**config.mk**
```make
export PLATFORM = sky130hd
export DESIGN_NAME = mem_arbiter_flat
export DESIGN_NICKNAME = d
export VERILOG_FILES = /design/src/rtl/mem_arbiter_pkg.sv /design/src/rtl/mem_arbiter_if.sv /design/src/rtl/mem_byte_assembler.sv /design/src/rtl/mem_arbiter.sv /design/src/flat_wrapper.sv
export SDC_FILE = /design/constraint.sdc
export NUM_CORES = 1
export LEC_CHECK = 0
export ABC_CLOCK_PERIOD_IN_PS = 3300
export BUFFER_PORTS_ARGS = -buffer_cell sky130_fd_sc_hd__buf_4
export CORE_ASPECT_RATIO = 0.7
export CORE_UTILIZATION = 30
export DETAILED_ROUTE_END_ITERATION = 16
export GPL_ROUTABILITY_DRIVEN = 0
export SLEW_MARGIN = 20
export SYNTH_ARGS = -nofsm -noshare
export SYNTH_HDL_FRONTEND = slang
export SYNTH_SLANG_ARGS = --single-unit
export TNS_END_PERCENT = 5
```
**constraint.sdc**
```tcl
create_clock -name clk -period 3.3 [get_ports clk]
set_input_delay 0.33 -clock clk [delete_from_list [all_inputs] [get_ports clk]]
set_output_delay 0.33 -clock clk [all_outputs]
set_load 0.05 [all_outputs]
```
**src/rtl/mem_arbiter_pkg.sv**
```systemverilog
// Shared definitions for the byte-serial RAM arbiter: size codes, FSM states,
// transaction owners and the size-to-byte-count mapping.
package mem_arbiter_pkg;

    localparam logic [1:0] SZ_B = 2'd0;
    localparam logic [1:0] SZ_H = 2'd1;
    localparam logic [1:0] SZ_W = 2'd2;

    typedef enum logic [1:0] {
        ST_IDLE  = 2'd0,
        ST_READ  = 2'd1,
        ST_WRITE = 2'd2,
        ST_DONE  = 2'd3
    } state_t;

    typedef enum logic {
        OWN_IF  = 1'b0,
        OWN_MEM = 1'b1
    } owner_t;

    // Reserved size code 3 is handled as a full word.
    function automatic logic [2:0] byte_count(input logic [1:0] size);
        case (size)
            SZ_B:    return 3'd1;
            SZ_H:    return 3'd2;
            default: return 3'd4;
        endcase
    endfunction

endpackage

```
**src/rtl/mem_arbiter_if.sv**
```systemverilog
// Fetch, load/store and byte-wide RAM signals of the arbiter, bundled as one interface.
interface mem_arbiter_if #(
    parameter int ADDR_W = 32,
    parameter int DATA_W = 32
) ();
    logic              if_req_i;
    logic [ADDR_W-1:0] if_addr_i;
    logic              if_flush_i;
    logic [DATA_W-1:0] if_data_o;
    logic              if_done_o;
    logic              mem_req_i;
    logic              mem_wr_i;
    logic [1:0]        mem_size_i;
    logic [ADDR_W-1:0] mem_addr_i;
    logic [DATA_W-1:0] mem_wdata_i;
    logic [DATA_W-1:0] mem_rdata_o;
    logic              mem_done_o;
    logic [7:0]        ram_din_i;
    logic [7:0]        ram_dout_o;
    logic [ADDR_W-1:0] ram_a_o;
    logic              ram_wr_o;
    logic              busy_o;

    modport slave (
        input  if_req_i, if_addr_i, if_flush_i,
        input  mem_req_i, mem_wr_i, mem_size_i, mem_addr_i, mem_wdata_i,
        input  ram_din_i,
        output if_data_o, if_done_o, mem_rdata_o, mem_done_o,
        output ram_dout_o, ram_a_o, ram_wr_o, busy_o
    );

    modport master (
        output if_req_i, if_addr_i, if_flush_i,
        output mem_req_i, mem_wr_i, mem_size_i, mem_addr_i, mem_wdata_i,
        output ram_din_i,
        input  if_data_o, if_done_o, mem_rdata_o, mem_done_o,
        input  ram_dout_o, ram_a_o, ram_wr_o, busy_o
    );
endinterface

```
**src/rtl/mem_byte_assembler.sv**
```systemverilog
// Collects RAM read bytes into a little-endian word; byte idx lands in bits [8*idx+7:8*idx].
module mem_byte_assembler #(
    parameter  int DATA_W = 32,
    localparam int IDX_W  = $clog2(DATA_W / 8)
) (
    input  logic              clk,
    input  logic              rst,
    input  logic              clr,
    input  logic              we,
    input  logic [IDX_W-1:0]  idx,
    input  logic [7:0]        din,
    output logic [DATA_W-1:0] word
);

    always_ff @(posedge clk or negedge rst) begin
        if (!rst) begin
            word <= '0;
        end else if (clr) begin
            word <= '0;
        end else if (we) begin
            word[{idx, 3'b000} +: 8] <= din;
        end
    end

endmodule

```
**src/rtl/mem_arbiter.sv**
```systemverilog
// Byte-serial RAM port arbiter: MEM stage has fixed priority over instruction fetch,
// every access is split into little-endian byte cycles and finished with a done pulse.
module mem_arbiter
    import mem_arbiter_pkg::*;
#(
    parameter int ADDR_W = 32,
    parameter int DATA_W = 32
) (
    input  logic            clk,
    input  logic            rst,
    mem_arbiter_if.slave    bus
);

    localparam int IDX_W = $clog2(DATA_W / 8);

    state_t            state, state_d;
    owner_t            own, own_d;
    logic [ADDR_W-1:0] addr, addr_d;
    logic [DATA_W-1:0] wdata, wdata_d;
    logic [2:0]        n, n_d;
    logic [2:0]        step, step_d;
    logic [ADDR_W-1:0] ram_a, ram_a_d;
    logic [7:0]        ram_dout, ram_dout_d;
    logic              ram_wr, ram_wr_d;
    logic              asm_clr, asm_we;
    logic [IDX_W-1:0]  asm_idx;
    logic [DATA_W-1:0] asm_word;
    logic [7:0]        wbyte;

    // step counts edges since accept; byte (step-2) arrives from the sync RAM at edge step.
    assign asm_idx = IDX_W'(step - 3'd2);
    assign wbyte   = wdata[{step[IDX_W-1:0], 3'b000} +: 8];

    always_ff @(posedge clk or negedge rst) begin
        if (!rst) begin
            state    <= ST_IDLE;
            own      <= OWN_IF;
            addr     <= '0;
            wdata    <= '0;
            n        <= '0;
            step     <= '0;
            ram_a    <= '0;
            ram_dout <= '0;
            ram_wr   <= 1'b0;
        end else begin
            state    <= state_d;
            own      <= own_d;
            addr     <= addr_d;
            wdata    <= wdata_d;
            n        <= n_d;
            step     <= step_d;
            ram_a    <= ram_a_d;
            ram_dout <= ram_dout_d;
            ram_wr   <= ram_wr_d;
        end
    end

    always_comb begin
        state_d    = state;
        own_d      = own;
        addr_d     = addr;
        wdata_d    = wdata;
        n_d        = n;
        step_d     = step;
        ram_a_d    = ram_a;
        ram_dout_d = ram_dout;
        ram_wr_d   = ram_wr;
        asm_clr    = 1'b0;
        asm_we     = 1'b0;

        case (state)
            ST_IDLE: begin
                if (bus.mem_req_i) begin
                    own_d   = OWN_MEM;
                    addr_d  = bus.mem_addr_i;
                    wdata_d = bus.mem_wdata_i;
                    n_d     = byte_count(bus.mem_size_i);
                    step_d  = 3'd1;
                    ram_a_d = bus.mem_addr_i;
                    asm_clr = 1'b1;
                    if (bus.mem_wr_i) begin
                        state_d    = ST_WRITE;
                        ram_dout_d = bus.mem_wdata_i[7:0];
                        ram_wr_d   = 1'b1;
                    end else begin
                        state_d  = ST_READ;
                        ram_wr_d = 1'b0;
                    end
                end else if (bus.if_req_i && !bus.if_flush_i) begin
                    state_d  = ST_READ;
                    own_d    = OWN_IF;
                    addr_d   = bus.if_addr_i;
                    wdata_d  = '0;
                    n_d      = 3'd4;
                    step_d   = 3'd1;
                    ram_a_d  = bus.if_addr_i;
                    ram_wr_d = 1'b0;
                    asm_clr  = 1'b1;
                end
            end
            ST_READ: begin
                if (own == OWN_IF && bus.if_flush_i) begin
                    state_d = ST_IDLE;
                    step_d  = '0;
                    ram_a_d = '0;
                end else begin
                    ram_a_d = (step < n) ? addr + ADDR_W'(step) : '0;
                    asm_we  = (step >= 3'd2);
                    if (step == n + 3'd1) begin
                        state_d = ST_DONE;
                    end
                    step_d = step + 3'd1;
                end
            end
            ST_WRITE: begin
                if (step < n) begin
                    ram_a_d    = addr + ADDR_W'(step);
                    ram_dout_d = wbyte;
                    ram_wr_d   = 1'b1;
                end else begin
                    ram_a_d    = '0;
                    ram_dout_d = '0;
                    ram_wr_d   = 1'b0;
                    state_d    = ST_DONE;
                end
                step_d = step + 3'd1;
            end
            ST_DONE: begin
                state_d = ST_IDLE;
                step_d  = '0;
            end
            default: state_d = ST_IDLE;
        endcase
    end

    mem_byte_assembler #(.DATA_W(DATA_W)) u_asm (
        .clk  (clk),
        .rst  (rst),
        .clr  (asm_clr),
        .we   (asm_we),
        .idx  (asm_idx),
        .din  (bus.ram_din_i),
        .word (asm_word)
    );

    // A flush arriving during the fetch's DONE cycle suppresses the pulse without delay.
    assign bus.if_done_o   = (state == ST_DONE) && (own == OWN_IF) && !bus.if_flush_i;
    assign bus.mem_done_o  = (state == ST_DONE) && (own == OWN_MEM);
    assign bus.if_data_o   = asm_word;
    assign bus.mem_rdata_o = asm_word;
    assign bus.ram_a_o     = ram_a;
    assign bus.ram_dout_o  = ram_dout;
    assign bus.ram_wr_o    = ram_wr;
    assign bus.busy_o      = (state != ST_IDLE);

endmodule

```
**src/flat_wrapper.sv**
```systemverilog
// flat-port wrapper written by rule: the top's interface ports become plain ports
module mem_arbiter_flat import mem_arbiter_pkg::*;
#(
    parameter int ADDR_W = 32,
    parameter int DATA_W = 32
)
  (clk, rst, bus_if_req_i, bus_if_addr_i, bus_if_flush_i, bus_mem_req_i, bus_mem_wr_i, bus_mem_size_i, bus_mem_addr_i, bus_mem_wdata_i, bus_ram_din_i, bus_if_data_o, bus_if_done_o, bus_mem_rdata_o, bus_mem_done_o, bus_ram_dout_o, bus_ram_a_o, bus_ram_wr_o, bus_busy_o);
  mem_arbiter_if #(.ADDR_W(ADDR_W), .DATA_W(DATA_W)) bus_i ();
  input  logic clk;
  input  logic rst;
  input wire logic [$bits(bus_i.if_req_i)-1:0] bus_if_req_i;
  input wire logic [$bits(bus_i.if_addr_i)-1:0] bus_if_addr_i;
  input wire logic [$bits(bus_i.if_flush_i)-1:0] bus_if_flush_i;
  input wire logic [$bits(bus_i.mem_req_i)-1:0] bus_mem_req_i;
  input wire logic [$bits(bus_i.mem_wr_i)-1:0] bus_mem_wr_i;
  input wire logic [$bits(bus_i.mem_size_i)-1:0] bus_mem_size_i;
  input wire logic [$bits(bus_i.mem_addr_i)-1:0] bus_mem_addr_i;
  input wire logic [$bits(bus_i.mem_wdata_i)-1:0] bus_mem_wdata_i;
  input wire logic [$bits(bus_i.ram_din_i)-1:0] bus_ram_din_i;
  output wire logic [$bits(bus_i.if_data_o)-1:0] bus_if_data_o;
  output wire logic [$bits(bus_i.if_done_o)-1:0] bus_if_done_o;
  output wire logic [$bits(bus_i.mem_rdata_o)-1:0] bus_mem_rdata_o;
  output wire logic [$bits(bus_i.mem_done_o)-1:0] bus_mem_done_o;
  output wire logic [$bits(bus_i.ram_dout_o)-1:0] bus_ram_dout_o;
  output wire logic [$bits(bus_i.ram_a_o)-1:0] bus_ram_a_o;
  output wire logic [$bits(bus_i.ram_wr_o)-1:0] bus_ram_wr_o;
  output wire logic [$bits(bus_i.busy_o)-1:0] bus_busy_o;
  assign bus_i.if_req_i = bus_if_req_i;
  assign bus_i.if_addr_i = bus_if_addr_i;
  assign bus_i.if_flush_i = bus_if_flush_i;
  assign bus_i.mem_req_i = bus_mem_req_i;
  assign bus_i.mem_wr_i = bus_mem_wr_i;
  assign bus_i.mem_size_i = bus_mem_size_i;
  assign bus_i.mem_addr_i = bus_mem_addr_i;
  assign bus_i.mem_wdata_i = bus_mem_wdata_i;
  assign bus_i.ram_din_i = bus_ram_din_i;
  assign bus_if_data_o = bus_i.if_data_o;
  assign bus_if_done_o = bus_i.if_done_o;
  assign bus_mem_rdata_o = bus_i.mem_rdata_o;
  assign bus_mem_done_o = bus_i.mem_done_o;
  assign bus_ram_dout_o = bus_i.ram_dout_o;
  assign bus_ram_a_o = bus_i.ram_a_o;
  assign bus_ram_wr_o = bus_i.ram_wr_o;
  assign bus_busy_o = bus_i.busy_o;
  mem_arbiter #(.ADDR_W(ADDR_W), .DATA_W(DATA_W)) u_core (.clk(clk), .rst(rst), .bus(bus_i));
endmodule
```
---- Yosys cells after proc, flatten, opt, wreduce, memory -nomap -nowiden ----
Index checks and enable logic that the tools add are counted.
cells by class
  $add $sub $neg .......................... 5
  multipliers ............................. 0
  div/mod/pow operators ................... 0
  $lt $le $gt $ge ......................... 2
  eq/ne operators ......................... 10
  shift operators ......................... 3
  muxes and demuxes ....................... 39
  bitwise operators ....................... 1
  reduce and logical (&&, ||, !) cells .... 18
operators with widths
  cell                                                                    count
  32-bit two-way mux                                                      8
  32-bit one-hot mux with 3 select lines                                  1
  32-bit by 3-bit adder with 32-bit output                                1
  32-bit bitwise mux                                                      1
  8-bit by 7-bit variable shift with 32-bit output, first input constant  1
  32-bit by 6-bit indexed part select with 8-bit output                   1
  8-bit by 7-bit indexed part select with 32-bit output                   1
  8-bit two-way mux                                                       3
  8-bit one-hot mux with 2 select lines                                   1
  3-bit two-way mux                                                       5
  2-bit two-way mux                                                       6
  3-bit one-hot mux with 4 select lines                                   1
  1-bit two-way mux                                                       10
  2-bit one-hot mux with 4 select lines                                   1
  2-bit nonzero test                                                      4
  5-bit negator with 7-bit output                                         1
  3-bit by 1-bit adder with 3-bit output, second input constant           2
  2-bit inequality test, second input constant                            3
  3-bit one-hot mux with 2 select lines                                   1
  2-bit AND reduction                                                     3
  3-bit AND reduction                                                     2
  1-bit logical AND                                                       5
  2-bit by 1-bit == test with 1-bit output, second input constant         2
  2-bit == test, second input constant                                    2
  11 further kinds                                                        12
storage, ports and cells
  bits in registers ....................... 146
  bits in latches ......................... 0
  bits in writable memories ............... 0
  ROM bits ................................ 0
  output and inout bits ................... 108
  logic and storage cells ................. 88
  memories ................................ 0

---- Logic depth before layout (Yosys ltp) ----
  word-level depth ........................ 6
  gate-level depth with buffers ........... 9
  mapped depth without buffers ............ 7

---- Hierarchy ----
A second synthesis with hierarchy kept.
second synthesis, totals
  cells, all modules ...................... 812
  area, all modules ....................... 7955.1 µm²
modules (own cells, without submodules)
  module              instances  cells each  area each (µm²)
  mem_arbiter         1          686         6444.9
  mem_byte_assembler  1          126         1510.2

---- Least setup slack after synthesis ----
OpenSTA, ideal clock, no wires.
  path kind ............................... reg2reg
  from .................................... register u_core.step[0]
  to ...................................... register u_core.ram_a[28] (netlist: u_core.bus.ram_a_o[28])
  data arrival time ....................... 2.188 ns
  path slack .............................. 1.026 ns
  cell stages (with the launch flop) ...... 9
  buffers on the path ..................... 1
  cells stage by stage .................... dfrtp_1 -> ha_1 -> fa_1 -> a21oi_1 -> or3_1 -> clkbuf_1 -> nor4_4 -> mux2_2 -> nor3_1
on the way
  cells in the longest elaborated chain, start to end .. 4
  elaborated cells on any way between the ends .. 5
  those cells by class .................... add/sub (1); order compare (1); mux (3)
RTL lines
  item                                                                                    line                                                        source
  start: declaration                                                                      mem_arbiter.sv:21                                           logic [2:0] step, step_d;
  start signal: assignment                                                                mem_arbiter.sv:51                                           step <= step_d;
  32-bit by 3-bit adder with 32-bit output or 3-bit less-than comparator (tied branches)  mem_arbiter.sv:107, mem_arbiter.sv:117, mem_arbiter.sv:116
  32-bit two-way mux (*)                                                                  mem_arbiter.sv:107, mem_arbiter.sv:116
  32-bit two-way mux                                                                      mem_arbiter.sv:102                                          if (own == OWN_IF && bus.if_flush_i) begin
  32-bit one-hot mux with 3 select lines (*)                                              mem_arbiter.sv:71                                           case (state)
  end signal: assignment                                                                  mem_arbiter.sv:52                                           ram_a <= ram_a_d;
  end: declaration                                                                        mem_arbiter.sv:22                                           logic [ADDR_W-1:0] ram_a, ram_a_d;
Every way passes the cells marked *; elsewhere a longest branch is shown, timed or not.
A chain may end at the register's enable or synchronous reset.

---- Worst setup path after layout ----
  from .................................... register u_core.step[0]
  to ...................................... register u_core.u_asm.word[9]
on the way
  cells in the longest elaborated chain, start to end .. 6
  elaborated cells on any way between the ends .. 11
  those cells by class .................... add/sub (2); order compare (1); shift (2); mux (5); reduce/logical (1)
RTL lines
  item                                                                                                                       line                      source
  2-bit subtractor                                                                                                           mem_arbiter.sv:31         assign asm_idx = IDX_W'(step - 3'd2);
  5-bit negator with 7-bit output                                                                                            mem_byte_assembler.sv:21  word[{idx, 3'b000} +: 8] <= din;
  8-bit by 7-bit indexed part select with 32-bit output or 8-bit by 7-bit variable shift with 32-bit output (tied branches)  mem_byte_assembler.sv:21
  32-bit bitwise mux                                                                                                         mem_byte_assembler.sv:21
  32-bit two-way mux                                                                                                         mem_byte_assembler.sv:20  end else if (we) begin
  32-bit two-way mux                                                                                                         mem_byte_assembler.sv:18  end else if (clr) begin
  end signal: indexed assignment                                                                                             mem_byte_assembler.sv:21
  end: declaration                                                                                                           mem_byte_assembler.sv:12  output logic [DATA_W-1:0] word
Several ways; a longest one is shown, not always the timed one. The select of a mux whose other input is x is not followed.

==> results.sh <==
export IMPL_synthToLayoutAreaGrowth_pct=31.9
export IMPL_layout_commonest_cell="buf_4"
export IMPL_syn_area_um2=7540
export IMPL_cts_sinks=146
export IMPL_layout_cells_non_filler=1312
export IMPL_ys_seq_elements=146
export IMPL_worstSetupPathType="reg -> reg"
export IMPL_clock_path_buffers=2
export IMPL_worstSetupEndpointType="flip-flop"
export IMPL_finalSetupViolCount=0
export IMPL_grt_pass1_wl_mm=34.7
export IMPL_drtPass1Iterations=5
export IMPL_die_x_um=192
export IMPL_synth_nets=929
export IMPL_async_reset_ff_share_pct=100
export IMPL_drtIter0Drc=369
export IMPL_overflow=0
export IMPL_clockRootBuffer="clkbuf_16"
export IMPL_nNetsFinal=1105
export IMPL_cts_clk_slew_worst_paths_ns=0.06
export IMPL_grt_usage_pct=17.6
export IMPL_start_util_pct=30.6
export IMPL_maxSlewHeadroom_pct=36.6
export IMPL_crit_fanout=15
export IMPL_die_height_um=135
export IMPL_yosysSeqAreaShare_pct=48.4
export IMPL_synth_top_flop_cell="dfrtp_1"
export IMPL_postCtsSetupBuffers=0
export IMPL_core_um2=24700
export IMPL_fmax_mhz=401
export IMPL_period_share_pct=75.6
export IMPL_io_buffers=219
export IMPL_synth_warnings=0
export IMPL_viasPerCell=4.91
export IMPL_grt_setup_unrepaired="no"
export IMPL_cts_tree="built"
export IMPL_slew_violations=0
export IMPL_leakagePower_uw=0.00481
export IMPL_dp_cells=1280
export IMPL_avgSynthCellArea_um2=9.44
export IMPL_worst_pin_slew_ns=0.951
export IMPL_hpwl_mm=15.6
export IMPL_diodes=0
export IMPL_h_tree_depth=4
export IMPL_arrival_ns=2.86
export IMPL_die_area_um2=25800
export IMPL_synth_edff_count=0
export IMPL_startpoint_type="flip-flop"
export IMPL_ant_nets=0
export IMPL_grt_pass1_vias=6151
export IMPL_boundaryPins=220
export IMPL_period_needed_ns=2.49
export IMPL_p_per_area_nw_per_um2=959
export IMPL_cap_violations=0
export IMPL_mostFrequentLayoutCells="buf_4 (229), nand2_1 (146), dfrtp_1 (146)"
export IMPL_antenna_found_initial=0
export IMPL_vias=6441
export IMPL_numCtsBuffers=17
export IMPL_synth_distinct_cells=50
export IMPL_ir_worst_vdd_v=0.000431
export IMPL_totalWireLength_mm=21.9
export IMPL_avgRoutedWirePerCell_um=16.7
export IMPL_crit_required_ns=3.66
export IMPL_syn_inst=799
export IMPL_rows=48
export IMPL_clock_skew_ns=0.0141
export IMPL_finalHoldViolCount=0
export IMPL_drc_errors=0
export IMPL_grt_max_degree=101
export IMPL_outcome="finished clean"
export IMPL_clk_latency_ns=0.43
export IMPL_fin_setup_tns_ns=0
export IMPL_hold_class="in -> reg"
export IMPL_drive_above_1_share_pct=28.7
==> layout make-up <==
| type | count | area [um2] |
|---|---|---|
| Clock buffer | 18 | 429 |
| Clock inverter | 13 | 200 |
| Fill cell | 2466 | 14700 |
| Inverter | 11 | 41.3 |
| Multi-Input combinational cell | 567 | 3460 |
| Sequential cell | 146 | 3650 |
| Tap cell | 325 | 407 |
| Timing Repair Buffer | 232 | 1760 |
==> timing repair <==
action,4_1_cts,5_1_grt
resized for setup,0,0
hold buffers,1,0
endpoints found under the hold margin,52,0
==> worst max-delay path: stages, from the launching register on <==
cell	delay, ns
dfrtp_1	0.35
buf_4	0.28
inv_1	0.16
ha_1	0.30
o311a_1	0.44
a21oi_1	0.65
a22o_1	0.24
==> registers in the layout, summed over array words and instances (netlist names) <==
register and cells:
u_core.addr 32, u_core.bus.ram_a_o 32, u_core.u_asm.word 32, u_core.wdata 32, u_core.bus.ram_dout_o 8, u_core.n 3
u_core.step 3, u_core.state 2, u_core.bus.ram_wr_o 1, u_core.own 1
==> cells by family (layout without fill, tap and decap cells) <==
group	after synthesis	in the layout	share of synthesized area, %
DFF	146	146	48.4
buffers and inverters	86	274	5.96
adders and majority gates	18	18	3.09
muxes	41	41	6.78
xor gates and xnor gates	31	31	3.60
AOI/OAI and AO/OA	193	193	14.8
and+or+nand+nor	284	284	17.3
==> metrics by stage <==
| stage | instance area [um2] | util, % | total power (uW) | setup WS [ns] | hold WS (ns) |
|---|---|---|---|---|---|
| floorplan | 7540 | - | 6050 | 1.03 | 0.0344 |
| global placement | 9310 | 37.7 | 7420 | 0.890 | 0.326 |
| detailed placement | 9310 | 37.7 | 7500 | 0.790 | 0.328 |
| CTS | 9950 | 40.3 | 9660 | 0.803 | 0.0727 |
| global route | 9950 | 40.3 | 10200 | 0.605 | 0.0879 |
| finish | 9950 | 40.3 | 9540 | 0.806 | 0.0946 |
==> synthesized netlist by cell type (2+ instances only) <==
cell	number	share of area (%)
buf_4	32	3.2
clkbuf_1	36	1.8
a21oi_1	35	2.3
ha_1	17	2.8
nand2b_1	4	0.33
o21ai_1	3	0.20
nand4_1	10	0.83
xnor2_1	11	1.3
and2_1	2	0.17
or3_1	2	0.17
a2bb2oi_1	2	0.23
buf_2	5	0.33
xor2_1	20	2.3
a22o_1	23	2.7
inv_1	11	0.55
dfrtp_1	146	48
nand3_1	54	3.6
a211oi_1	3	0.30
mux2i_1	32	4.2
mux4_2	8	2.4
a22oi_1	8	0.80
buf_1	2	0.10
nor3_1	15	1.0
o21ai_0	110	7.3
o22ai_1	2	0.17
and4_1	2	0.23
nor4_2	2	0.33
and3_1	3	0.25
nor2_1	32	1.6
nor3b_1	2	0.20
nand2_1	146	7.3
==> metal layers <==
layer  vias to the layer above  part of all wire (%)  global-route usage, %
li1                       3139                     -                      -
met1                      3084                    50                   26.1
met2                       201                    43                   25.9
met3                        17                   5.4                   3.01
met4                         0                  0.99                   5.38
met5                         -                     0                      0
==> worst paths after layout <==
check | from | end | cells after the start | slack (ns)
max | u_core.step[0]$_DFFE_PN0P_ | u_core.u_asm.word[9]$_DFFE_PN0P_ | 6 | 0.81
min | bus_mem_size_i[0] | u_core.n[0]$_DFFE_PN0P_ | 2 | 0.09
max reg2reg | u_core.step[0]$_DFFE_PN0P_ | u_core.u_asm.word[9]$_DFFE_PN0P_ | 6 | 0.81
min reg2reg | u_core.wdata[19]$_DFFE_PN0P_ | u_core.wdata[19]$_DFFE_PN0P_ | 2 | 0.46
max in group asynchronous | rst | u_core.wdata[1]$_DFFE_PN0P_ | 3 | 1.96
min in group asynchronous | rst | u_core.bus.ram_a_o[6]$_DFFE_PN0P_ | 2 | 0.43
==> where the power goes <==
part	internal, uW	switching [uW]
Sequential	2480	572
Clock	1280	827
Combinational	1480	2910
No activity file was read; power rests on OpenSTA's default activity.
